File: src/rtl/processor_status_stack_pkg.sv
// Shared definitions for the eco32 processor status word.
// Write source codes and field offset helpers.
package processor_status_stack_pkg;

  localparam int PSW_WRITE_DATA_SOURCE_WIDTH = 3;

  typedef enum logic [PSW_WRITE_DATA_SOURCE_WIDTH-1:0] {
    SRC_EXPLICIT   = 3'd0,
    SRC_ENTRY      = 3'd1,
    SRC_EXIT       = 3'd2,
    SRC_MASK_SET   = 3'd3,
    SRC_MASK_CLEAR = 3'd4
  } pswSource_e;

  function automatic int priorityLsb(
    input int maskWidth
  );
    return maskWidth;
  endfunction

  function automatic int ieLsb(
    input int maskWidth,
    input int prioWidth
  );
    return maskWidth + prioWidth;
  endfunction

  function automatic int uLsb(
    input int maskWidth,
    input int prioWidth,
    input int depth
  );
    return maskWidth + prioWidth + depth;
  endfunction

  function automatic int vBitPos(
    input int maskWidth,
    input int prioWidth,
    input int depth
  );
    return maskWidth + prioWidth + 2 * depth;
  endfunction

endpackage

File: src/rtl/psw_mode_stack.sv
// One mode stack of the PSW; MSB is the current level.
// Push shifts a 0 in at the top, pop duplicates the oldest bit.
module psw_mode_stack #(
  parameter int DEPTH = 3
) (
  input  logic             clock,
  input  logic             reset,
  input  logic             load,
  input  logic [DEPTH-1:0] loadValue,
  input  logic             push,
  input  logic             pop,
  output logic [DEPTH-1:0] value
);

  logic [DEPTH-1:0] pushed;
  logic [DEPTH-1:0] popped;

  if (DEPTH == 1) begin : gSingle
    assign pushed = '0;
    assign popped = value;
  end else begin : gMulti
    assign pushed = {1'b0, value[DEPTH-1:1]};
    assign popped = {value[DEPTH-2:0], value[0]};
  end

  always_ff @(posedge clock) begin
    if (!reset) begin
      value <= '0;
    end else if (load) begin
      value <= loadValue;
    end else if (push) begin
      value <= pushed;
    end else if (pop) begin
      value <= popped;
    end
  end

endmodule

File: src/rtl/processor_status_stack.sv
// eco32 processor status word with mode stacks, priority, mask
// and a handler nesting counter with sticky overflow/underflow flags.
module processor_status_stack
  import processor_status_stack_pkg::*;
#(
  parameter int STACK_DEPTH    = 3,
  parameter int PRIORITY_WIDTH = 5,
  parameter int MASK_WIDTH     = 16,
  parameter int DATA_WIDTH     = 32
) (
  input  logic                   clock,
  input  logic                   reset,
  output logic [DATA_WIDTH-1:0]  readValue,
  input  logic                   writeEnable,
  input  logic [2:0]             writeDataSource,
  input  logic [DATA_WIDTH-1:0]  explicitWriteValue,
  input  logic [PRIORITY_WIDTH-1:0] priorityWriteValue,
  input  logic                   flagClear,
  output logic [$clog2(STACK_DEPTH+1)-1:0] nestingLevel,
  output logic                   nestingOverflow,
  output logic                   nestingUnderflow
);

  localparam int LW = $clog2(STACK_DEPTH + 1);
  localparam int PL = priorityLsb(MASK_WIDTH);
  localparam int IL = ieLsb(MASK_WIDTH, PRIORITY_WIDTH);
  localparam int UL = uLsb(MASK_WIDTH, PRIORITY_WIDTH, STACK_DEPTH);
  localparam int VP = vBitPos(MASK_WIDTH, PRIORITY_WIDTH, STACK_DEPTH);

  if (DATA_WIDTH < VP + 1) begin : gWidthCheck
    $error("DATA_WIDTH too small for PSW layout");
  end

  if (STACK_DEPTH < 1 || STACK_DEPTH > 8) begin : gDepthCheck
    $error("STACK_DEPTH must be 1..8");
  end

  if (DATA_WIDTH > VP + 1) begin : gPad
    logic unusedPad;
    assign unusedPad = ^explicitWriteValue[DATA_WIDTH-1:VP+1];
  end

  pswSource_e src;
  logic doExplicit;
  logic doEntry;
  logic doExit;
  logic doSet;
  logic doClear;

  assign src        = pswSource_e'(writeDataSource);
  assign doExplicit = writeEnable && (src == SRC_EXPLICIT);
  assign doEntry    = writeEnable && (src == SRC_ENTRY);
  assign doExit     = writeEnable && (src == SRC_EXIT);
  assign doSet      = writeEnable && (src == SRC_MASK_SET);
  assign doClear    = writeEnable && (src == SRC_MASK_CLEAR);

  logic [MASK_WIDTH-1:0]     maskReg;
  logic [PRIORITY_WIDTH-1:0] prioReg;
  logic                      vReg;
  logic [STACK_DEPTH-1:0]    uStack;
  logic [STACK_DEPTH-1:0]    ieStack;
  logic [MASK_WIDTH-1:0]     operand;
  logic [LW-1:0]             level;
  logic                      ovf;
  logic                      udf;
  logic                      atTop;
  logic                      atBottom;

  assign operand  = explicitWriteValue[MASK_WIDTH-1:0];
  assign atTop    = (level == LW'(STACK_DEPTH));
  assign atBottom = (level == '0);

  psw_mode_stack #(
    .DEPTH(STACK_DEPTH)
  ) uStackInst (
    .clock    (clock),
    .reset    (reset),
    .load     (doExplicit),
    .loadValue(explicitWriteValue[UL+:STACK_DEPTH]),
    .push     (doEntry),
    .pop      (doExit),
    .value    (uStack)
  );

  psw_mode_stack #(
    .DEPTH(STACK_DEPTH)
  ) ieStackInst (
    .clock    (clock),
    .reset    (reset),
    .load     (doExplicit),
    .loadValue(explicitWriteValue[IL+:STACK_DEPTH]),
    .push     (doEntry),
    .pop      (doExit),
    .value    (ieStack)
  );

  // Flag sets are ordered after flagClear so a same-cycle set wins.
  always_ff @(posedge clock) begin
    if (!reset) begin
      maskReg <= '0;
      prioReg <= '0;
      vReg    <= 1'b0;
      level   <= '0;
      ovf     <= 1'b0;
      udf     <= 1'b0;
    end else begin
      if (flagClear) begin
        ovf <= 1'b0;
        udf <= 1'b0;
      end
      unique case (1'b1)
        doExplicit: begin
          maskReg <= operand;
          prioReg <= explicitWriteValue[PL+:PRIORITY_WIDTH];
          vReg    <= explicitWriteValue[VP];
        end
        doEntry: begin
          prioReg <= priorityWriteValue;
          if (atTop) ovf <= 1'b1;
          else level <= level + LW'(1);
        end
        doExit: begin
          if (atBottom) udf <= 1'b1;
          else level <= level - LW'(1);
        end
        doSet:   maskReg <= maskReg | operand;
        doClear: maskReg <= maskReg & ~operand;
        default: ;
      endcase
    end
  end

  logic [DATA_WIDTH-1:0] processorStatusWord;

  always_comb begin
    processorStatusWord = '0;
    processorStatusWord[MASK_WIDTH-1:0]     = maskReg;
    processorStatusWord[PL+:PRIORITY_WIDTH] = prioReg;
    processorStatusWord[IL+:STACK_DEPTH]    = ieStack;
    processorStatusWord[UL+:STACK_DEPTH]    = uStack;
    processorStatusWord[VP]                 = vReg;
  end

  assign readValue        = processorStatusWord;
  assign nestingLevel     = level;
  assign nestingOverflow  = ovf;
  assign nestingUnderflow = udf;

endmodule

File: config.mk
export PLATFORM = sky130hd
export DESIGN_NAME = processor_status_stack
export DESIGN_NICKNAME = d
export VERILOG_FILES = /design/src/rtl/processor_status_stack_pkg.sv /design/src/rtl/psw_mode_stack.sv /design/src/rtl/processor_status_stack.sv
export SDC_FILE = /design/constraint.sdc
export NUM_CORES = 1
export LEC_CHECK = 0
export BUFFER_PORTS_ARGS = -buffer_cell sky130_fd_sc_hd__buf_2
export CAP_MARGIN = 20
export CORE_ASPECT_RATIO = 1.5
export CORE_MARGIN = 3
export CORE_UTILIZATION = 40
export CTS_CLUSTER_SIZE = 8
export DETAILED_ROUTE_END_ITERATION = 12
export PLACE_DENSITY = 0.71
export SYNTH_ARGS = -nofsm -noshare
export SYNTH_HDL_FRONTEND = slang
export SYNTH_SLANG_ARGS = --single-unit
File: constraint.sdc
create_clock -name clock -period 2.1 [get_ports clock]
set_input_delay 0.105 -clock clock [delete_from_list [all_inputs] [get_ports clock]]
set_output_delay 0.105 -clock clock [all_outputs]
set_load 0.005 [all_outputs]
==> key figures, run 1 <==
STA
  – Max Freq: 789 MHz
  – Worst Max-Slew Pin Slew: 0.760 ns
  – Fin. max-slew vios: 0
  – Min Tclk post-route: 1.27 ns
  – Slew Limit Headroom: 0.493
  – Fin. Hold Viols: 0
  – RSZ-0062 raised after global routing: false
  – Fin crit share: 0.604
  – TNS Setup: 0 ns
  – Final Setup Violations: 0
  – Clock Skew: 0.000640 ns

Power and ir drop
  – Combinational Power Share: 0.171
  – Sw frac: 0.265
  – NetSw: 0.350 mW
  – Cell internal pwr: 0.970 mW
  – VDD IR max: 0.507 mV
  – Clock network power share: 0.330
  – Static Leak: 0.897 nW
  – Seq pwr share: 0.499
  – PwrDens: 624 nW/um^2

Finish
  – Antenna diodes: 0
  – Final cell count without fillers: 301
  – Area delta synth->final: 26.1%
  – Share of cells above drive strength 1: 0.371
  – Final nets: 300
  – Utilization after layout: 0.530
  – Fillers: 424

Yosys
  – Syn_area_per_cell: 8.98 um^2
  – Post-synthesis cell area: 1680 um^2
  – FFs w/ async S/R, synth: 0
  – Post-synth cell types: 35
  – Number of flops mapped to enable cells by yosys: 0
  – Sequential area share after synthesis: 0.382
  – Synth Instances: 187
  – Yosys reg bits: 32
  – Ys flop type: dfxtp_1
  – Synth warn: 0

Worst setup path
  – Reg2reg setup slack: 1.23 ns
  – Critical Path RT: 2.22 ns
  – Slowest Stage Delay on Critical Path: 0.61 ns
  – Worst r2r path cells: 2
  – Critical path data arrival time: 1.39 ns
  – Crit path max fanout: 16
  – Reg-to-Reg Start: nestingLevel[1]
  – CP Cell Sequence: buf_2 > or3b_1 > a21o_1 > o221ai_1
  – Crit. Startpoint: writeDataSource[1]
  – Worst Setup Start Kind: input port
  – WS Path Type: input port to flop
  – CP max stage cell: a21o_1
  – R2r endpoint: nestingLevel[0]
  – Critical Path End Type: flop

Clock tree
  – Clk root buf: clkbuf_8
  – Total CTS buffers: 5
  – Clock sink count: 32
  – Clock tree from TritonCTS: done
  – Worst skew pair latency: 0.27 ns
  – H-tree Lvls: 2
  – Clock transition at path regs: 0.06 ns
  – Resized Gates After CTS: 0
  – Maximum clock path buffer count: 2
  – Hold_buf cts: 0
  – Post-CTS Setup Bufs: 0

Place
  – Placed cells: 294
  – IO buf count: 71
  – RePlAce Congestion: 0.712
  – DP Wirelength: 2.89 mm

Hold path
  – Hold Crit Class: input port to flop
  – Hold Crit Endpoint: maskReg[10]
  – Hold depth: 3
  – Hold Crit Start: explicitWriteValue[10]

GRT
  – GRT overflow: 0
  – Total GRT Usage: 0.159
  – Initial antenna violation count: 0
  – Largest net degree at the start of global routing: 21
  – First-pass GRT wire length: 6.34 mm
  – Vias in the first global route: 1,456

Detailed routing
  – Number of detailed-route iterations in the first pass: 4
  – Drt wl/cell: 13.1 um
  – Vias/cell: 5.25
  – Antenna viol nets, final: 0
  – Drc violations: 0
  – Post-Route WL: 3.95 mm
  – Initial detailed-routing violation count: 48
  – Vias: 1,580

Die
  – Num ports: 80
  – Total core area: 3990 um^2
  – Die X: 58.9 um
  – Die area: 5030 um^2
  – Die Ht: 85.4 um
  – Core Rows: 28
  – Initial core utilization: 0.420

Flow run
  – Max cap viols: 0

Run status
  – Outcome: completed
## placed cells by master, fill, tap and decap left out, drive strengths merged, types with 2 or more instances in the layout
master,count
buf,76
dfxtp,32
nand3,18
nand2b,18
inv,17
o221ai,16
nor2,11
a211oi,11
a21oi,8
mux2i,7
nor2b,6
clkbuf,6
o22ai,4
conb,4
nand2,3
a32oi,2
clkinv,2
## critical path, delay by kind of cell
kind            cells  cell delay [ns]
compound gates      2             0.85
buf+inv             1             0.26
simple gates        1             0.16
## area by class of cell
class,instances,area (um^2),share of cell area
repair buffers,76,393,0.186
clock buffers,6,72.6,0.0343
multi-input cells,123,882,0.417
flip-flops and latches,32,641,0.303
inverters,18,67.6,0.0319
well taps,45,56.3,0.0266
clock inverters,1,5.00,0.00236
## power by group through the flow
| stage | combinational (mW) | clock (mW) | sequential [mW] |
|---|---|---|---|
| detailed placement | 0.229 | 0 | 0.672 |
| finish | 0.226 | 0.436 | 0.659 |
| global route | 0.254 | 0.469 | 0.662 |
| global placement | 0.226 | 0 | 0.671 |
| CTS | 0.230 | 0.456 | 0.659 |
| floorplan | 0.136 | 0 | 0.673 |
## per-stage QoR
stage	cell area (um^2)	hold WS, ns	power [mW]	setup slack (ns)
global route	2120	0.0698	1.38	0.696
detailed placement	2040	0.344	0.901	0.513
global placement	2040	0.338	0.897	0.541
CTS	2120	0.0488	1.35	0.812
finish	2120	0.0585	1.32	0.832
floorplan	1690	0.245	0.809	0.880
## cell usage after synthesis, types with 2 or more instances
master	instances	area, um^2
o22ai_1	4	25.0
nand2b_1	18	113
nor2b_1	6	37.5
a211oi_1	11	82.6
inv_1	17	63.8
buf_2	5	25.0
mux2i_1	7	70.1
dfxtp_1	32	641
nor2_1	11	41.3
clkbuf_1	5	18.8
buf_4	6	45.0
a32oi_1	2	17.5
o221ai_1	6	52.6
nand2_1	3	11.3
nand3_1	18	90.1
a21oi_1	8	40.0
o221ai_2	10	150
## metal layers
metal  vias to the layer above  global-route usage  share of wire
met3                         7              0.0426          0.072
li1                        803                   -              -
met2                        55               0.278           0.51
met5                         -                   0              0
met4                         0              0.0577          0.014
met1                       715               0.179           0.41
## flip-flops by register name, summed over array words and instances, names as in the netlist
| signal | count |
|---|---|
| prioReg | 5 |
| uStackInst.value | 3 |
| nestingUnderflow | 1 |
| ieStackInst.value | 3 |
| nestingOverflow | 1 |
| nestingLevel | 2 |
| vReg | 1 |
| maskReg | 16 |
## worst max-delay path by stage
stage / end / cells after the start
after detailed placement: maskReg[13] / 4
after CTS: maskReg[13] / 4
after global routing: maskReg[10] / 4
after floorplan: maskReg[0] / 5
final: maskReg[13] / 4
after global placement: maskReg[11] / 4
## logic make-up (layout without fill, tap and decap cells)
family,after synthesis,in the layout,synth area share
AO/OA/AOI/OAI,48,48,0.253
XOR/XNOR,1,1,0.00522
buffers and inverters,35,101,0.0998
flip-flops,32,32,0.382
multiplexers,7,7,0.0417
other,1,4,0.00223
AND/OR/NAND/NOR,63,63,0.216
No activity file was read; power rests on OpenSTA's default activity.
==> run 2: changes to the inputs <==
- PLACE_DENSITY: 0.71 -> 0.73
- clock period: 2.1 -> 1.15 ns (I/O delays scaled with it)
==> key figures, run 2 (same netlist as run 1, synthesis figures left out) <==
Run status
  – Outcome: completed

Clock tree
  – Clk root buf: clkbuf_8
  – Clock sink count: 32
  – Worst skew pair latency: 0.27 ns
  – Clock transition at path regs: 0.06 ns
  – Hold_buf cts: 0
  – H-tree Lvls: 2
  – Total CTS buffers: 5
  – Resized Gates After CTS: 0
  – Maximum clock path buffer count: 2
  – Clock tree from TritonCTS: done
  – Post-CTS Setup Bufs: 0

Detailed routing
  – Drt wl/cell: 12.7 um
  – Antenna viol nets, final: 0
  – Number of detailed-route iterations in the first pass: 4
  – Drc violations: 0
  – Initial detailed-routing violation count: 41
  – Post-Route WL: 3.94 mm
  – Vias/cell: 5.13
  – Vias: 1,594

GRT
  – Largest net degree at the start of global routing: 17
  – Initial antenna violation count: 0
  – GRT overflow: 0
  – Vias in the first global route: 1,454
  – Total GRT Usage: 0.163
  – First-pass GRT wire length: 6.41 mm

Finish
  – Top flop regs: maskReg x16, prioReg x5
  – Area delta synth->final: 32.3%
  – Antenna diodes: 0
  – Max reg flops: 16
  – Fillers: 371
  – Share of cells above drive strength 1: 0.391
  – Most frequent cells in the layout: buf_2 (71), dfxtp_1 (32), nand3_1 (18), nand2b_1 (18), inv_1 (17)
  – Final nets: 309
  – Area of the multi-input gates: 882 um^2
  – Leading cell type in the layout, fill and taps excluded: buf_2
  – Register area: 641 um^2
  – Biggest register: maskReg
  – Final cell count without fillers: 311

Place
  – Placed cells: 303
  – RePlAce Congestion: 0.778
  – IO buf count: 71
  – DP Wirelength: 3.01 mm

Worst setup path
  – WS Path Type: flop to primary output
  – Slowest Stage Delay on Critical Path: 0.42 ns
  – Reg2reg setup slack: 0.32 ns
  – Critical Path End Type: primary output
  – CP top delay family: flip-flops
  – Worst r2r path cells: 3
  – Worst Setup Start Kind: flop
  – CP Cell Sequence: buf_2
  – Critical path data arrival time: 0.85 ns
  – CP max stage cell: dfxtp_1
  – WP buf/inv: 1
  – Reg-to-Reg Start: nestingLevel[0]
  – R2r endpoint: nestingUnderflow
  – Critical Path RT: 1.09 ns
  – Crit path max fanout: 7

Die
  – Die Ht: 85.4 um
  – Total core area: 3990 um^2
  – Initial core utilization: 0.420
  – Die area: 5030 um^2
  – Num ports: 80
  – Die X: 58.9 um
  – Core Rows: 28

Hold path
  – Hold Crit Start: explicitWriteValue[15]
  – Hold Crit Endpoint: maskReg[15]
  – Hold depth: 3
  – Hold Crit Class: input port to flop

STA
  – Fin. Hold Viols: 0
  – TNS Setup: 0 ns
  – Fin crit share: 0.785
  – Min Tclk post-route: 0.903 ns
  – Clock Skew: 0.00159 ns
  – Max Freq: 1110 MHz
  – Fin. max-slew vios: 0
  – Final Hold Slack: 0.0144 ns
  – Final Setup Violations: 0
  – RSZ-0062 raised after global routing: false
  – Worst Max-Slew Pin Slew: 0.618 ns
  – Slew Limit Headroom: 0.588

Power and ir drop
  – Total chip power: 2.52 mW
  – PwrDens: 1140 nW/um^2
  – Static Leak: 0.956 nW
  – VDD IR max: 0.987 mV

Flow run
  – Max cap viols: 0
[run 2: cell types whose count changed in the layout (fill, tap and decap cells not counted)]
| cell | delta |
|---|---|
| clkinv_2 | -1 |
| clkbuf_1 | +1 |
| clkbuf_8 | +1 |
| buf_4 | +7 |
| buf_12 | +2 |
[run 2: layout make-up]
type,count,share of cell area
multi-input combinational,123,0.397
sequential,32,0.288
timing repair buffer,85,0.218
clock buffer,8,0.0405
inverter,18,0.0304
tap,45,0.0253
[run 2: through the flow]
step	setup slack, ns	utilization	cell area (um^2)
floorplan	0.00235	-	1690
global placement	0.0137	0.534	2130
detailed placement	-0.00571	0.534	2130
CTS	0.228	0.556	2220
global route	0.188	0.556	2220
finish	0.247	0.556	2220
[run 2: power breakdown]
part | internal [mW] | total (mW) | switching, mW
registers | 1.16 | 1.20 | 0.0392
clock network | 0.487 | 0.871 | 0.384
logic | 0.226 | 0.449 | 0.223
total | 1.88 | 2.52 | 0.646
[run 2: worst max path at each step]
stage	to	slack (ns)	cells after the start	start
6_report	nestingLevel[1]	0.25	1	nestingLevel[1]
5_1_grt	maskReg[4]	0.19	4	writeEnable
4_1_cts	nestingLevel[1]	0.23	1	nestingLevel[1]
3_5_place_dp	maskReg[11]	-0.006	5	writeDataSource[1]
3_3_place_gp	maskReg[0]	0.01	4	writeEnable
2_1_floorplan	maskReg[0]	0.002	5	writeDataSource[1]
[run 2: metal layers]
layer | wire length [um] | track usage | share of wire
met3 | 295 | 0.0441 | 0.075
met4 | 81 | 0.0680 | 0.021
met1 | 1580 | 0.182 | 0.40
met5 | 0 | 0 | 0
met2 | 1990 | 0.283 | 0.50
